**src/rtl/wb_write_arbiter_pkg.sv**
```systemverilog
// Shared register-file constants and helpers for the write-back arbiter.
// Register 0 is hardwired and never appears in a pending mask.
package wb_write_arbiter_pkg;

   localparam int unsigned REG_ADDR_W = 5;
   localparam int unsigned NUM_REGS   = 32;
   localparam int unsigned DATA_W_DEF = 32;

   typedef logic [REG_ADDR_W-1:0] reg_addr_t;
   typedef logic [NUM_REGS-1:0]   reg_mask_t;

   localparam reg_addr_t ZERO_REG = 5'd0;

   // One-hot decode of a destination register; $0 decodes to an empty mask.
   function automatic reg_mask_t reg_onehot(input reg_addr_t addr);
      reg_mask_t m;
      m = '0;
      if (addr != ZERO_REG) m[addr] = 1'b1;
      return m;
   endfunction

endpackage

```
**src/rtl/wb_result_fifo.sv**
```systemverilog
// Circular queue of pending MDU results {dest, data}.
// Exposes the head, the occupancy count and a per-slot valid vector.
module wb_result_fifo
   import wb_write_arbiter_pkg::*;
#(
   parameter int unsigned DEPTH  = 2,
   parameter int unsigned DATA_W = 32
) (
   input  logic                          clk,
   input  logic                          reset,
   input  logic                          push,
   input  logic [REG_ADDR_W-1:0]         push_dest,
   input  logic [DATA_W-1:0]             push_data,
   input  logic                          pop,
   output logic [REG_ADDR_W-1:0]         head_dest,
   output logic [DATA_W-1:0]             head_data,
   output logic [$clog2(DEPTH):0]        count,
   output logic                          empty,
   output logic                          full,
   output logic [DEPTH-1:0]              valid,
   output logic [DEPTH*REG_ADDR_W-1:0]   dest_flat
);

   localparam int unsigned PTR_W = $clog2(DEPTH);

   reg_addr_t         dest_q [DEPTH];
   reg_addr_t         dest_d [DEPTH];
   logic [DATA_W-1:0] data_q [DEPTH];
   logic [DATA_W-1:0] data_d [DEPTH];
   logic [PTR_W-1:0]  wptr_q, wptr_d, rptr_q, rptr_d;
   logic [PTR_W:0]    count_q, count_d;
   logic              push_ok, pop_ok;

   always_comb begin
      empty   = (count_q == '0);
      full    = (count_q == (PTR_W+1)'(DEPTH));
      push_ok = push & ~full;
      pop_ok  = pop & ~empty;
      dest_d  = dest_q;
      data_d  = data_q;
      wptr_d  = wptr_q;
      rptr_d  = rptr_q;
      count_d = count_q;
      if (push_ok) begin
         dest_d[wptr_q] = push_dest;
         data_d[wptr_q] = push_data;
         wptr_d         = wptr_q + 1'b1;
      end
      if (pop_ok) rptr_d = rptr_q + 1'b1;
      if (push_ok && !pop_ok) count_d = count_q + 1'b1;
      else if (!push_ok && pop_ok) count_d = count_q - 1'b1;
   end

   always_ff @(posedge clk) begin
      if (reset) begin
         wptr_q  <= '0;
         rptr_q  <= '0;
         count_q <= '0;
      end else begin
         wptr_q  <= wptr_d;
         rptr_q  <= rptr_d;
         count_q <= count_d;
      end
   end

   // Payload needs no reset: the valid vector masks stale slots.
   always_ff @(posedge clk) begin
      dest_q <= dest_d;
      data_q <= data_d;
   end

   always_comb begin
      head_dest = dest_q[rptr_q];
      head_data = data_q[rptr_q];
      count     = count_q;
      valid     = '0;
      dest_flat = '0;
      for (int unsigned i = 0; i < DEPTH; i++) begin
         valid[i] = ({1'b0, PTR_W'(i) - rptr_q} < count_q);
         dest_flat[i*REG_ADDR_W +: REG_ADDR_W] = dest_q[i];
      end
   end

endmodule

```
**src/rtl/wb_write_arbiter.sv**
```systemverilog
// Shares the register-file write port: pipeline WB always wins, queued MDU results
// drain in free slots, and prolonged starvation requests a WB bubble.
module wb_write_arbiter
   import wb_write_arbiter_pkg::*;
#(
   parameter int unsigned DEPTH        = 2,
   parameter int unsigned STARVE_LIMIT = 4,
   parameter int unsigned DATA_W       = 32
) (
   input  logic              clk,
   input  logic              reset,
   input  logic              wb_reg_write,
   input  logic [4:0]        wb_dest,
   input  logic [DATA_W-1:0] wb_data,
   input  logic              mdu_valid,
   input  logic [4:0]        mdu_dest,
   input  logic [DATA_W-1:0] mdu_data,
   output logic              mdu_ready,
   output logic              rf_we,
   output logic [4:0]        rf_waddr,
   output logic [DATA_W-1:0] rf_wdata,
   output logic [31:0]       pending_mask,
   output logic              stall_req,
   output logic              waw_err
);

   localparam int unsigned CNT_W = $clog2(STARVE_LIMIT + 1);
   localparam logic [CNT_W-1:0] CNT_MAX = CNT_W'(STARVE_LIMIT);

   reg_addr_t                   head_dest;
   logic [DATA_W-1:0]           head_data;
   logic [$clog2(DEPTH):0]      fifo_count;
   logic                        fifo_empty, fifo_full;
   logic [DEPTH-1:0]            fifo_valid;
   logic [DEPTH*REG_ADDR_W-1:0] fifo_dests;

   logic             wb_busy, push, pop;
   logic [CNT_W-1:0] starve_q, starve_d;
   logic             stall_q, stall_d;
   logic             waw_q, waw_d;

   wb_result_fifo #(
      .DEPTH  (DEPTH),
      .DATA_W (DATA_W)
   ) u_fifo (
      .clk       (clk),
      .reset     (reset),
      .push      (push),
      .push_dest (mdu_dest),
      .push_data (mdu_data),
      .pop       (pop),
      .head_dest (head_dest),
      .head_data (head_data),
      .count     (fifo_count),
      .empty     (fifo_empty),
      .full      (fifo_full),
      .valid     (fifo_valid),
      .dest_flat (fifo_dests)
   );

   always_comb begin
      wb_busy   = wb_reg_write & (wb_dest != ZERO_REG);
      mdu_ready = ~fifo_full;
      push      = mdu_valid & mdu_ready;
      // Draining is suppressed under reset so discarded entries never reach the rf.
      pop       = ~reset & ~wb_busy & ~fifo_empty;
      rf_we     = 1'b0;
      rf_waddr  = ZERO_REG;
      rf_wdata  = '0;
      if (wb_busy) begin
         rf_we    = 1'b1;
         rf_waddr = wb_dest;
         rf_wdata = wb_data;
      end else if (pop) begin
         rf_we    = (head_dest != ZERO_REG);
         rf_waddr = head_dest;
         rf_wdata = head_data;
      end
   end

   always_comb begin
      pending_mask = '0;
      for (int unsigned i = 0; i < DEPTH; i++) begin
         if (fifo_valid[i]) pending_mask |= reg_onehot(fifo_dests[i*REG_ADDR_W +: REG_ADDR_W]);
      end
   end

   always_comb begin
      starve_d = starve_q;
      if (fifo_empty || pop) starve_d = '0;
      else if (starve_q != CNT_MAX) starve_d = starve_q + 1'b1;
      stall_d = stall_q;
      if (pop) stall_d = 1'b0;
      else if (starve_q == CNT_MAX) stall_d = 1'b1;
      waw_d = waw_q | (wb_busy & pending_mask[wb_dest]);
   end

   always_ff @(posedge clk) begin
      if (reset) begin
         starve_q <= '0;
         stall_q  <= 1'b0;
         waw_q    <= 1'b0;
      end else begin
         starve_q <= starve_d;
         stall_q  <= stall_d;
         waw_q    <= waw_d;
      end
   end

   assign stall_req = stall_q;
   assign waw_err   = waw_q;

endmodule
```
**config.mk**
```make
export PLATFORM = sky130hd
export DESIGN_NAME = wb_write_arbiter
export DESIGN_NICKNAME = d
export VERILOG_FILES = /design/src/rtl/wb_write_arbiter_pkg.sv /design/src/rtl/wb_result_fifo.sv /design/src/rtl/wb_write_arbiter.sv
export SDC_FILE = /design/constraint.sdc
export NUM_CORES = 1
export LEC_CHECK = 0
export BUFFER_PORTS_ARGS = -buffer_cell sky130_fd_sc_hd__clkbuf_2
export CAP_MARGIN = 15
export CORE_MARGIN = 8
export CORE_UTILIZATION = 45
export CTS_CLUSTER_SIZE = 20
export DETAILED_ROUTE_END_ITERATION = 7
export MAX_ROUTING_LAYER = met4
export PLACE_DENSITY = 0.77
export SYNTH_ARGS = -nofsm -noshare
export SYNTH_HDL_FRONTEND = slang
export SYNTH_SLANG_ARGS = --single-unit
```
**constraint.sdc**
```tcl
create_clock -name clk -period 2.84 [get_ports clk]
set_clock_uncertainty 0.15 [all_clocks]
set_input_delay 0.71 -clock clk [delete_from_list [all_inputs] [get_ports clk]]
set_output_delay 0.71 -clock clk [all_outputs]
set_load 0.005 [all_outputs]
```
## Yosys cells after proc, flatten, opt, wreduce, memory -nomap -nowiden

Index checks and enable logic that the tools add are counted.
Widths: inputs -> output; s select.

| word-level totals | value |
|---|---|
| input port bits | 78 |
| register bits | 83 |
| output and inout port bits | 73 |
| logic and storage cells | 92 |

| cells by class | value |
|---|---|
| reduce and logical (&&, ||, !) cells | 16 |
| add/subtract/negate cells | 7 |
| order comparisons | 10 |
| equal/unequal tests | 3 |
| bitwise gates (word level) | 15 |
| mux-type cells | 31 |

Operators with widths:

| kind | count |
|---|---|
| $mux 32 | 11 |
| $bwmux 64 | 1 |
| $demux 32 s1 | 1 |
| $or 32x32->32 | 1 |
| $mux 5 | 6 |
| $reduce_bool 5->1 | 4 |
| $lt 5x6->1 const B | 3 |
| $bwmux 10 | 1 |
| $demux 1 s5 | 2 |
| $ge 5x1->1 const B | 2 |
| $and 1x1->1 | 7 |
| $bmux 1 s5 | 1 |
| $demux 5 s1 | 1 |
| $logic_and 1x1->1 | 5 |
| $mux 1 | 5 |
| $ge 2x2->1 const B | 2 |
| $lt 1x2->1 | 2 |
| $mux 2 | 2 |
| $not 1->1 | 4 |
| $not 1->2 | 2 |
| $reduce_or 2->1 | 2 |
| $add 3x1->3 const B | 1 |
| $eq 3x3->1 const B | 1 |
| $ne 3x3->1 const B | 1 |
| other kinds (11) | 14 |

## Logic depth before layout (Yosys ltp)

Gate-level depths: netlist of run 1.

| logic depth | value |
|---|---|
| depth in word-level cells | 12 |
| gate-level depth with buffers | 10 |

## Modules after synthesis

From an unflattened synthesis of run 1, not the netlist that was laid out.

| unflattened totals | value |
|---|---|
| cell total of the unflattened synthesis | 410 |
| area, all modules | 4614.4 um2 |

Modules (own cells, without submodules):

| module | area each (um2) | cells each | instances | seq. area each (um2) |
|---|---|---|---|---|
| wb_result_fifo | 2885.3 | 142 | 1 | 2302.2 |
| wb_write_arbiter | 1729.2 | 268 | 1 | 100.1 |

## Least setup slack after synthesis of run 1

OpenSTA, ideal clock, no wires.

| timing | value |
|---|---|
| path type | input port to flip-flop |
| start point | input mdu_valid |
| end point | register u_fifo.data_q[32] in the netlist's numbering, enable pin |
| stages on the path | 2 |
| path slack | -0.099 ns |
| buffers on the path | 0 |
| required time | 2.259 ns |
| arrival | 2.358 ns |
| cell sequence | nand2_1 -> nor2_1 |

| on the way | value |
|---|---|
| longest elaborated chain between the ends | 2 |

Ends and longest elaborated chain:

| item | RTL line | text |
|---|---|---|
| start, declared | wb_write_arbiter.sv:15 | `input logic mdu_valid,` |
| $and 1x1->1 | wb_write_arbiter.sv:64 | `push = mdu_valid & mdu_ready;` |
| $and 1x1->1 | wb_result_fifo.sv:37 | `push_ok = push & ~full;` |
| end signal, assigned | wb_result_fifo.sv:69 | `data_q <= data_d;` |
| end, declared | wb_result_fifo.sv:28 | `logic [DATA_W-1:0] data_q [DEPTH];` |

No other way between the ends.
A chain may end at the register's enable or synchronous reset.

## Worst setup path in the final report of run 1

| timing | value |
|---|---|
| start point | input wb_dest[4] |
| end point | output rf_wdata[23] |

| on the way | value |
|---|---|
| longest elaborated chain between the ends | 7 |

Ends and longest elaborated chain:

| item | RTL line | text |
|---|---|---|
| start, declared | wb_write_arbiter.sv:13 | `input logic [4:0] wb_dest,` |
| $reduce_bool 5->1 * | wb_write_arbiter.sv:62 | `wb_busy = wb_reg_write & (wb_dest != ZERO_REG);` |
| $and 1x1->1 * | wb_write_arbiter.sv:62 |  |
| $not 1->1 | wb_write_arbiter.sv:66 | `pop = ~reset & ~wb_busy & ~fifo_empty;` |
| $and 1x1->1 (2 in series) | wb_write_arbiter.sv:66 |  |
| $mux 32 | wb_write_arbiter.sv:74 | `end else if (pop) begin` |
| $mux 32 * | wb_write_arbiter.sv:70 | `if (wb_busy) begin` |
| end, declared | wb_write_arbiter.sv:21 | `output logic [DATA_W-1:0] rf_wdata,` |

Every way passes the cells marked *; elsewhere a longest branch is shown, timed or not.

==> impl_results.md, run 1 <==
- Power share of the clock group: 0.216
- Comb pwr share: 0.361
- Placed Cells incl. Taps: 641
- Number of hold violations in the final report: 0
- Post-synthesis instance total: 370
- CP top delay family: compound AO/OA/AOI/OAI gates
- Net switching share of the total power: 0.367
- Cell at the slowest stage of the critical path: sky130_fd_sc_hd__o41a_4
- Detail Placement HPWL: 9370 um
- Tcrit/Tclk final: 1.01
- Max Cap Viol: 0
- Part of the Yosys area used for sequential elements: 0.557
- Std-Cell Rows: 35
- Cell Pwr Density: 685 nW/um^2
- Crit path cell chain: buf_8 -> o41a_4 -> buf_12 -> o31ai_2 -> buf_2
- Number of non-filler instances in the completed layout: 666
- Top cell type by total area after synthesis: sky130_fd_sc_hd__edfxtp_1
- Cell area after synthesis: 4310 um^2
- Type of the tightest min-delay check: reg2reg
- Setup CP Type: in2out
- Max Fclk: 0.347 GHz
- Number of sinks on the clock net: 83
- Number of fillers in the final layout: 735
- Average footprint of a synthesized cell: 11.7 um^2
- Failing checks: negative setup slack
- Wirelength, routed: 13,600 um
- Static Leakage: 2.37 nW
- Count of input and output buffers: 149
- Iteration count of the initial detailed-routing pass: 5
- Clock tree from TritonCTS: yes
- Biggest fanout along the worst timing path: 8
- Setup slack of the critical path after layout: -40.2 ps
- FF-to-FF path depth: 7
- Synth warnings: 0
- Nets in the synthesized netlist: 451
- Count of nets after finishing: 613
- Final number of setup-violating endpoints: 13
- Post-detailed-route via-to-cell ratio: 5.72
- Cell with the most instances after synthesis: sky130_fd_sc_hd__edfxtp_1
- Top cells by area, synth: sky130_fd_sc_hd__edfxtp_1 52%, sky130_fd_sc_hd__mux2i_1 11%, sky130_fd_sc_hd__o31ai_1 5.9%
- Maximum single-stage delay on the critical path: 580 ps
- Weighted congestion reported at the end of routability-driven placement: 0.978
- Number of distinct standard cells referenced by the synthesized netlist: 49
- Clock latency reported for the late side of the worst-skew pair: 340 ps
- Overall via count from detail_route: 3,812
- Clock-pin slew reported for the worst setup and hold paths after clock tree synthesis: 90 ps
- Pin count of the biggest net entering global routing: 49
- Largest voltage drop on the vdd net: 0.374 mV
- Die Height: 114 um
- Worst Path Arrival: 2020 ps
- Clock Tree Buf Depth: 2
- Synthesis-stage register bit count: 83
- Total die area: 13,000 um^2
- Reg power frac: 0.423
- Share of the synthesized area in the top cell type: 0.515
- Die boundary width: 114 um
- Count of flip-flops with a built-in enable after synthesis: 74
- DRC violations left: 0
- Final period demand of the worst path: 2880 ps
- Number of hold-repair buffers added at the cts stage: 0
- Logic depth of the worst path, buffers included: 5
- # IOs: 151
- Initial cell density of the core: 0.465
- Main synth FF type: sky130_fd_sc_hd__edfxtp_1
- Count of buffer and inverter cells on the critical path: 3
- Diode insertion count for antenna repair: 0
- Number of DRC violations after detailed-routing iteration 0: 283
- Synth-to-layout area growth: 39.2%
- Top cell types by occurrence after synthesis: 74 x sky130_fd_sc_hd__edfxtp_1, 47 x sky130_fd_sc_hd__mux2i_1, 47 x sky130_fd_sc_hd__nand2_1
- Total count of max-transition violations in the final report: 0
- Antenna Nets Post-Route: 0
- Core Box Area: 9280 um^2
- Cell internal power dissipation: 0.00260 W
- Required arrival time at the worst endpoint: 1980 ps
- Total overflow reported by the global router: 0
- Total CTS buffers: 9
- Switch Pwr: 0.00151 W
- Overall power of the completed layout: 0.00411 W
- Routed WL per cell: 20.4 um
- Fraction of layout instances using a drive strength above 1: 0.469
- H-Tree Level Count: 3
- Result of the run: finished, violations left
- Gr usage total: 0.192
- Worst slew pin tran: 511 ps
- Worst setup EP type: primary output
- RSZ-0062 raised after global routing: yes
- Launching element type of the critical path: primary input
- Root buf cell: sky130_fd_sc_hd__clkbuf_8
- Antenna violations before repair: 0
- Cell count of the worst hold path: 2
- Worst slew slack as a fraction of its limit: 0.660
- First-pass GRT wire length: 19,200 um
- Vias in the first global route: 3,841
- Post-synth ARST share: 0
## metrics by stage
step	setup slack [ps]	hold WS [ps]	setup TNS (ps)	utilization	cell area (um^2)
6_report	-40.2	384	-244	0.646	6000
5_1_grt	-85.5	377	-663	0.646	6000
4_1_cts	-28.4	381	-318	0.599	5560
3_5_place_dp	-158	371	-2010	0.571	5300
3_3_place_gp	-179	370	-1250	0.571	5300
2_1_floorplan	-23.1	349	-231	-	4320
## cell usage in the layout, fill, tap and decap left out, drive strengths merged, types with 4 or more instances in the layout
| master | n |
|---|---|
| inv | 11 |
| o21ai | 14 |
| clkbuf | 139 |
| mux2i | 47 |
| dfxtp | 9 |
| edfxtp | 74 |
| nor2 | 13 |
| nand2 | 48 |
| nor2b | 4 |
| buf | 48 |
| o22ai | 33 |
| o31ai | 34 |
| or3b | 4 |
| nand3b | 9 |
| and3 | 4 |
| nor3 | 5 |
## power by group through the flow
stage,Clock (W),Combinational (W),Sequential [W]
floorplan,0,0.000856,0.00167
global placement,0,0.00125,0.00174
detailed placement,0,0.00127,0.00176
CTS,0.000898,0.00130,0.00173
global route,0.000947,0.00160,0.00176
finish,0.000889,0.00148,0.00174
## area by class of cell
cell class / instances / area [um^2] / area share
timing repair buffer: 178 / 1120 / 0.187
clock buffer: 9 / 124 / 0.0206
clock inverter: 7 / 83.8 / 0.0140
multi-input combinational: 253 / 2070 / 0.346
inverter: 7 / 31.3 / 0.00521
tap: 129 / 161 / 0.0269
sequential: 83 / 2400 / 0.401
## worst min-delay path: stages, from the launching register on
cell and delay [ps]:
sky130_fd_sc_hd__dfxtp_1 320, sky130_fd_sc_hd__a21oi_1 120, sky130_fd_sc_hd__nor3_1 50
## cells by family after synthesis
group | count (synthesis) | synth area share
muxes | 47 | 0.109
other | 1 | 0.000869
buffers and inverters | 35 | 0.0354
DFF | 83 | 0.557
AOI/OAI and AO/OA | 101 | 0.169
xor gates and xnor gates | 4 | 0.00812
adders and majority gates | 3 | 0.00870
and+or+nand+nor | 96 | 0.112
## flip-flops by register name, indices dropped and copies added, names as in the netlist
name,flops
u_fifo.wptr_q,1
u_fifo.data_q,64
u_fifo.dest_flat,10
u_fifo.rptr_q,1
stall_req,1
u_fifo.count,2
waw_err,1
starve_q,3
## path summary, 6_finish.rpt
check,startpoint,endpoint,slack (ps)
setup / recovery,wb_dest[4],rf_wdata[23],-40
hold / removal,stall_req$_SDFFE_PP0N_,stall_req$_SDFFE_PP0N_,380
setup reg to reg,u_fifo.rptr_q$_SDFFE_PP0P_,waw_err$_SDFF_PP0_,570
hold reg to reg,stall_req$_SDFFE_PP0N_,stall_req$_SDFFE_PP0N_,380
## layer usage
metal | up-vias | part of all wire | global-route usage
li1 | 1774 | - | -
met1 | 1801 | 0.42 | 0.234
met2 | 212 | 0.48 | 0.295
met3 | 25 | 0.078 | 0.0512
met4 | 0 | 0.026 | 0.0799
met5 | - | 0 | -
## repair_timing
item                                    4_1_cts  5_1_grt
endpoints found under the setup margin       37       46
gates resized for setup                      11       86
setup buffers                                 0        3
pin swaps                                     0        9
gates cloned                                  0        6
No activity file was read; power rests on OpenSTA's default activity.
==> run 2, diff against run 1 <==
--- a/config.mk
+++ b/config.mk
@@ -13,6 +13,7 @@
 export DETAILED_ROUTE_END_ITERATION = 7
 export MAX_ROUTING_LAYER = met4
 export PLACE_DENSITY = 0.77
+export SKIP_LAST_GASP = 1
 export SYNTH_ARGS = -nofsm -noshare
 export SYNTH_HDL_FRONTEND = slang
 export SYNTH_SLANG_ARGS = --single-unit
==> impl_results.md, run 2 (synthesis results as in run 1) <==
- DRC violations left: 0 (unchanged)
- Type of the tightest min-delay check: reg2reg
- Placed Area: 5300 um^2 (unchanged)
- Wirelength, routed: 13,600 um (+0.13%)
- # IOs: 151 (unchanged)
- Die boundary width: 114 um (unchanged)
- Weighted congestion reported at the end of routability-driven placement: 0.978 (unchanged)
- Fraction of layout instances using a drive strength above 1: 0.466 (-0.00372)
- Required arrival time at the worst endpoint: 1980 ps (about the same)
- Number of sinks on the clock net: 83 (unchanged)
- Clock latency reported for the late side of the worst-skew pair: 340 ps (about the same)
- Failing checks: negative setup slack
- Endpoint of the lowest-slack register-to-register path: waw_err$_SDFF_PP0_
- Max Cap Viol: 0 (unchanged)
- Launching element type of the critical path: primary input
- Setup tns final: -364 ps (-120 ps)
- Maximum single-stage delay on the critical path: 580 ps (about the same)
- Largest Register: u_fifo.data_q
- Overall power of the completed layout: 0.00410 W (-0.16%)
- Routed WL per cell: 20.4 um (+0.13%)
- Count of nets after finishing: 613 (unchanged)
- Iteration count of the initial detailed-routing pass: 5 (unchanged)
- Cell at the slowest stage of the critical path: sky130_fd_sc_hd__o41a_4
- Worst slew slack as a fraction of its limit: 0.661 (+0.00127)
- Total non-filler cell area in the finished layout: 6000 um^2 (about the same)
- Final period demand of the worst path: 2900 ps (+19.2 ps)
- Root buf cell: sky130_fd_sc_hd__clkbuf_8
- Static Leakage: 2.37 nW (about the same)
- Setup CP Type: in2out
- Reg2Reg Launch Point: u_fifo.rptr_q$_SDFFE_PP0P_
- Setup slack of the most critical reg-to-reg path: 580 ps (about the same)
- Result of the run: finished, violations left
- Number of DRC violations after detailed-routing iteration 0: 312 (+10%)
- Post-detailed-route via-to-cell ratio: 5.71 (-0.31%)
- Critical path endpoint: rf_wdata[23]
- Final number of setup-violating endpoints: 15 (+2)
- Total count of max-transition violations in the final report: 0 (unchanged)
- RSZ-0062 raised after global routing: yes
- Total overflow reported by the global router: 0 (unchanged)
- First-pass GRT wire length: 19,200 um (unchanged)
- Total CTS buffers: 9 (unchanged)
- Initial cell density of the core: 0.465 (unchanged)
- Clock Tree Buf Depth: 2 (unchanged)
- Std-Cell Rows: 35 (unchanged)
- Clock tree from TritonCTS: yes
- Worst Path Arrival: 2040 ps (+20 ps)
- FF-to-FF path depth: 7 (unchanged)
- Synth-to-layout area growth: 39.1% (about the same)
- Gr usage total: 0.192 (unchanged)
- Biggest fanout along the worst timing path: 8 (unchanged)
- Largest voltage drop on the vdd net: 0.372 mV (-0.44%)
- Worst setup EP type: primary output
- Tcrit/Tclk final: 1.02 (+0.00675)
- Total die area: 13,000 um^2 (unchanged)
- Crit path cell chain: buf_8 -> o41a_4 -> buf_12 -> o31ai_2 -> buf_2
- Vias in the first global route: 3,840 (-0.026%)
- Die Height: 114 um (unchanged)
- Diode insertion count for antenna repair: 0 (unchanged)
- First element of the critical path: wb_dest[4]
- Clock-pin slew reported for the worst setup and hold paths after clock tree synthesis: 90 ps (about the same)
- Pin count of the biggest net entering global routing: 49 (unchanged)
- Core Box Area: 9280 um^2 (unchanged)
- Antenna Nets Post-Route: 0 (unchanged)
- Count of input and output buffers: 149 (unchanged)
- Number of fillers in the final layout: 735 (unchanged)
- Max FFs per register: 64 (unchanged)
- Overall via count from detail_route: 3,800 (-0.31%)
- Number of hold violations in the final report: 0 (unchanged)
- Worst slew pin tran: 509 ps (-1.91 ps)
- Most frequent standard cell in the layout excluding fill and tap cells: sky130_fd_sc_hd__clkbuf_2
- Antenna violations before repair: 0 (unchanged)
- Highest-count cells in the layout ignoring fill and taps: 126 x sky130_fd_sc_hd__clkbuf_2, 74 x sky130_fd_sc_hd__edfxtp_1, 47 x sky130_fd_sc_hd__mux2i_1
- Max Fclk: 0.345 GHz (-0.66%)
- Setup slack of the critical path after layout: -59.3 ps (-19.2 ps)
- H-Tree Level Count: 3 (unchanged)
- Detail Placement HPWL: 9370 um (unchanged)
- Cell Pwr Density: 684 nW/um^2 (-0.11%)
run 2: cell counts in the layout (fill, tap and decap cells not counted):
Identical to the previous run, type by type.
run 2: metal layers:
metal / vias to the layer above / part of all wire / GRT usage
li1: 1777 / - / -
met2: 202 / 0.48 / 0.295
met4: 0 / 0.025 / 0.0799
met1: 1798 / 0.42 / 0.234
met5: - / 0 / -
met3: 23 / 0.076 / 0.0512
run 2: timing repair:
item                       4_1_cts  5_1_grt
cloned                           0        6
hold buffers                     0        0
pin swaps                        0        7
setup endpoints to repair       37       46
gates resized for setup         11       84
buffers inserted                 0        3
hold endpoints to repair         0        0
run 2: area by class of cell:
type / count / area [um^2] / share of cell area
clock inverter: 7 / 83.8 / 0.0140
timing repair buffer: 178 / 1120 / 0.187
clock buffer: 9 / 124 / 0.0206
inverter: 7 / 31.3 / 0.00521
multi-input combinational: 253 / 2070 / 0.345
tap: 129 / 161 / 0.0269
sequential: 83 / 2400 / 0.401
run 2: power by group:
group	internal (W)	leakage, nW	switching, W
Combinational	0.000586	1.50	0.000895
Sequential	0.00159	0.766	0.000148
Clock	0.000425	0.108	0.000460
Total	0.00260	2.37	0.00150
run 2: how the worst min path moves through the flow:
stage	to	slack [ps]	from	cells past startpoint
floorplan	stall_req$_SDFFE_PP0N_	350	stall_req$_SDFFE_PP0N_	2
global placement	stall_req$_SDFFE_PP0N_	370	stall_req$_SDFFE_PP0N_	2
detailed placement	stall_req$_SDFFE_PP0N_	370	stall_req$_SDFFE_PP0N_	2
CTS	u_fifo.data_q[37]$_DFFE_PP_	380	mdu_data[5]	1
global route	u_fifo.data_q[51]$_DFFE_PP_	380	mdu_data[19]	1
finish	stall_req$_SDFFE_PP0N_	380	stall_req$_SDFFE_PP0N_	2
run 2: critical path, delay by kind of cell:
family,cells,cell delay (ps)
AOI/OAI and AO/OA,2,860
buffers and inverters,3,450
run 2: per-stage QoR:
step                       util  hold WS [ps]  worst slack (ps)  std cells
after floorplan               -           349             -23.1        370
after CTS                 0.599           381             -28.4        657
after detailed placement  0.571           371              -158        641
after global placement    0.571           370              -179        641
after global routing      0.646           377             -87.2        666
final                     0.646           383             -59.3        666
==> run 3, diff against run 2 <==
--- a/config.mk
+++ b/config.mk
@@ -7,6 +7,7 @@
 export LEC_CHECK = 0
 export BUFFER_PORTS_ARGS = -buffer_cell sky130_fd_sc_hd__clkbuf_2
 export CAP_MARGIN = 15
+export CORE_ASPECT_RATIO = 1.5
 export CORE_MARGIN = 8
 export CORE_UTILIZATION = 45
 export CTS_CLUSTER_SIZE = 20
==> impl_results.md, run 3 (synthesis results as in run 1) <==
- Tcrit/Tclk final: 1.05 (+0.0250)
- Largest voltage drop on the vdd net: 0.557 mV (+50%)
- Diode insertion count for antenna repair: 0 (unchanged)
- Worst Hold Margin: 383 ps (+0.0370 ps)
- Clock latency reported for the late side of the worst-skew pair: 330 ps (about the same)
- Core Box Area: 9520 um^2 (+2.6%)
- Biggest fanout along the worst timing path: 6 (-2)
- Total CTS buffers: 9 (unchanged)
- Reg power frac: 0.416 (-0.007)
- Crit path cell chain: buf_8 -> o41a_4 -> clkbuf_16 -> o31ai_1 -> clkbuf_2
- Max Cap Viol: 0 (unchanged)
- Pin count of the biggest net entering global routing: 43 (-12%)
- Worst slew pin tran: 534 ps (+25.0 ps)
- Max Fclk: 0.337 GHz (-2.4%)
- Vias in the first global route: 3,778 (-1.6%)
- Failing checks: negative setup slack
- Met2 track utilization from global routing: 0.324 (+0.0293)
- Register cell area after layout: 2400 um^2 (unchanged)
- Switch Pwr: 0.00145 W (-3.8%)
- GRT met1 Usage: 0.207 (-0.0267)
- Count of input and output buffers: 149 (unchanged)
- Die Height: 136 um (+19%)
- Number of hold violations in the final report: 0 (unchanged)
- Final number of setup-violating endpoints: 26 (+11)
- Largest Register: u_fifo.data_q
- Setup slack of the critical path after layout: -130 ps (-71.0 ps)
- Busiest metal layer after global routing: met2
- Number of DRC violations after detailed-routing iteration 0: 239 (-23%)
- Initial cell density of the core: 0.453 (-0.0117)
- Worst setup EP type: primary output
- Number of non-filler instances in the completed layout: 650 (-2.4%)
- Overall via count from detail_route: 3,861 (+1.6%)
- Worst slew slack as a fraction of its limit: 0.644 (-0.0166)
- Launching element type of the critical path: primary input
- Fraction of layout instances using a drive strength above 1: 0.441 (-0.0244)
- Most frequent standard cell in the layout excluding fill and tap cells: sky130_fd_sc_hd__clkbuf_2
- Setup CP Type: in2out
- Count of nets after finishing: 611 (-0.33%)
- Placed Cells incl. Taps: 626 (-2.3%)
- Result of the run: finished, violations left
- Routed WL per cell: 20.7 um (+1.3%)
- RSZ-0062 raised after global routing: yes
- Wirelength, routed: 13,500 um (-1.2%)
- Std-Cell Rows: 44 (+26%)
- Net switching share of the total power: 0.346 (-0.0206)
- Gr usage total: 0.193 (+0.00148)
- Antenna violations before repair: 0 (unchanged)
- # IOs: 151 (unchanged)
- Clock-pin slew reported for the worst setup and hold paths after clock tree synthesis: 60 ps (-30 ps)
- Cell at the slowest stage of the critical path: sky130_fd_sc_hd__o41a_4
- Required arrival time at the worst endpoint: 1980 ps (about the same)
- Clock Tree Buf Depth: 2 (unchanged)
- Final core utilization: 0.619 (-0.0272)
- Number of fillers in the final layout: 775 (+5.4%)
- Worst Path Arrival: 2110 ps (+70 ps)
- Max FFs per register: 64 (unchanged)
- Type of the tightest min-delay check: reg2reg
- Iteration count of the initial detailed-routing pass: 4 (-1)
- Cell Pwr Density: 709 nW/um^2 (+3.7%)
- H-Tree Level Count: 3 (unchanged)
- Clock tree from TritonCTS: yes
- Die boundary width: 95.9 um (-16%)
- Number of sinks on the clock net: 83 (unchanged)
- Detail Placement HPWL: 9410 um (+0.45%)
- Total area of multi-input combinational cells: 1960 um^2 (-5.6%)
- First-pass GRT wire length: 18,800 um (-2.0%)
- Met3 usage in global routing: 0.0404 (-0.0109)
- Static Leakage: 2.35 nW (-1.0%)
- Highest-count cells in the layout ignoring fill and taps: 133 x sky130_fd_sc_hd__clkbuf_2, 74 x sky130_fd_sc_hd__edfxtp_1, 47 x sky130_fd_sc_hd__mux2i_1
- Antenna Nets Post-Route: 0 (unchanged)
- Synth-to-layout area growth: 36.7%
- Weighted congestion reported at the end of routability-driven placement: 0.973 (-0.51%)
- DRC violations left: 0 (unchanged)
- Cell internal power dissipation: 0.00274 W (+5.2%)
- Maximum single-stage delay on the critical path: 590 ps (about the same)
- Comb pwr share: 0.328 (-0.033)
- Total count of max-transition violations in the final report: 0 (unchanged)
- Power share of the clock group: 0.256 (+0.040)
- Root buf cell: sky130_fd_sc_hd__clkbuf_16
- Total die area: 13,000 um^2 (+0.50%)
- Final period demand of the worst path: 2970 ps (+71.0 ps)
- Post-detailed-route via-to-cell ratio: 5.94 (+4.1%)
- Total overflow reported by the global router: 0 (unchanged)
-- run 3: cell count changes in the layout (fill, tap and decap cells not counted), moves of 2 or more --
cell,change
sky130_fd_sc_hd__buf_2,-7
sky130_fd_sc_hd__buf_6,-3
sky130_fd_sc_hd__clkbuf_16,+9
sky130_fd_sc_hd__clkbuf_2,+7
sky130_fd_sc_hd__clkbuf_8,-9
sky130_fd_sc_hd__clkinv_2,+2
sky130_fd_sc_hd__nand2_1,+4
sky130_fd_sc_hd__nand2_2,-2
sky130_fd_sc_hd__nand2_4,-2
sky130_fd_sc_hd__o21ai_1,+2
sky130_fd_sc_hd__o22ai_1,-2
sky130_fd_sc_hd__o22ai_2,+2
sky130_fd_sc_hd__o31ai_1,+8
sky130_fd_sc_hd__o31ai_4,-7
-- run 3: worst max-delay path: cells and delay by family --
family	cells	cell delay [ps]
AO/OA/AOI/OAI	2	910
buffers and inverters	3	480
-- run 3: power groups by stage --
stage | sequential, W | clock (W) | combinational [W]
3_3_place_gp | 0.00174 | 0 | 0.00122
5_1_grt | 0.00177 | 0.00114 | 0.00148
2_1_floorplan | 0.00167 | 0 | 0.000856
3_5_place_dp | 0.00176 | 0 | 0.00124
6_report | 0.00174 | 0.00107 | 0.00137
4_1_cts | 0.00174 | 0.00109 | 0.00127
-- run 3: repair_timing --
action	4_1_cts	5_1_grt
hold buffers	0	0
cloned	0	6
setup buffers	0	2
gates resized for setup	9	56
setup endpoints to repair	36	44
pin swaps	0	2
-- run 3: area by class of cell --
| cell class | instances | share of cell area |
|---|---|---|
| timing repair buffer | 176 | 0.184 |
| inverter | 7 | 0.00531 |
| clock inverter | 7 | 0.00870 |
| clock buffer | 9 | 0.0382 |
| multi-input combinational | 253 | 0.332 |
| sequential | 83 | 0.408 |
| tap | 115 | 0.0244 |
-- run 3: final timing paths --
kind / slack (ps) / startpoint / to / cells after the start
worst max register to register: 480 / u_fifo.rptr_q$_SDFFE_PP0P_ / waw_err$_SDFF_PP0_ / 7
worst min-delay path: 380 / stall_req$_SDFFE_PP0N_ / stall_req$_SDFFE_PP0N_ / 2
worst max-delay path: -130 / wb_dest[4] / rf_wdata[30] / 5
worst min register to register: 380 / stall_req$_SDFFE_PP0N_ / stall_req$_SDFFE_PP0N_ / 2
-- run 3: routing by layer --
| layer | routed length, um | up-vias |
|---|---|---|
| li1 | - | 1773 |
| met1 | 5110 | 1832 |
| met2 | 6940 | 222 |
| met3 | 979 | 34 |
| met4 | 429 | 0 |
| met5 | 0 | - |
-- run 3: per-stage QoR --
step	area, um^2	setup slack, ps	TNS (ps)	total power (W)
finish	5900	-130	-708	0.00418
global route	5900	-118	-1660	0.00438
floorplan	4320	-23.1	-231	0.00253
global placement	5260	-49.7	-1210	0.00297
detailed placement	5260	-149	-2620	0.00300
CTS	5590	-27.5	-292	0.00409
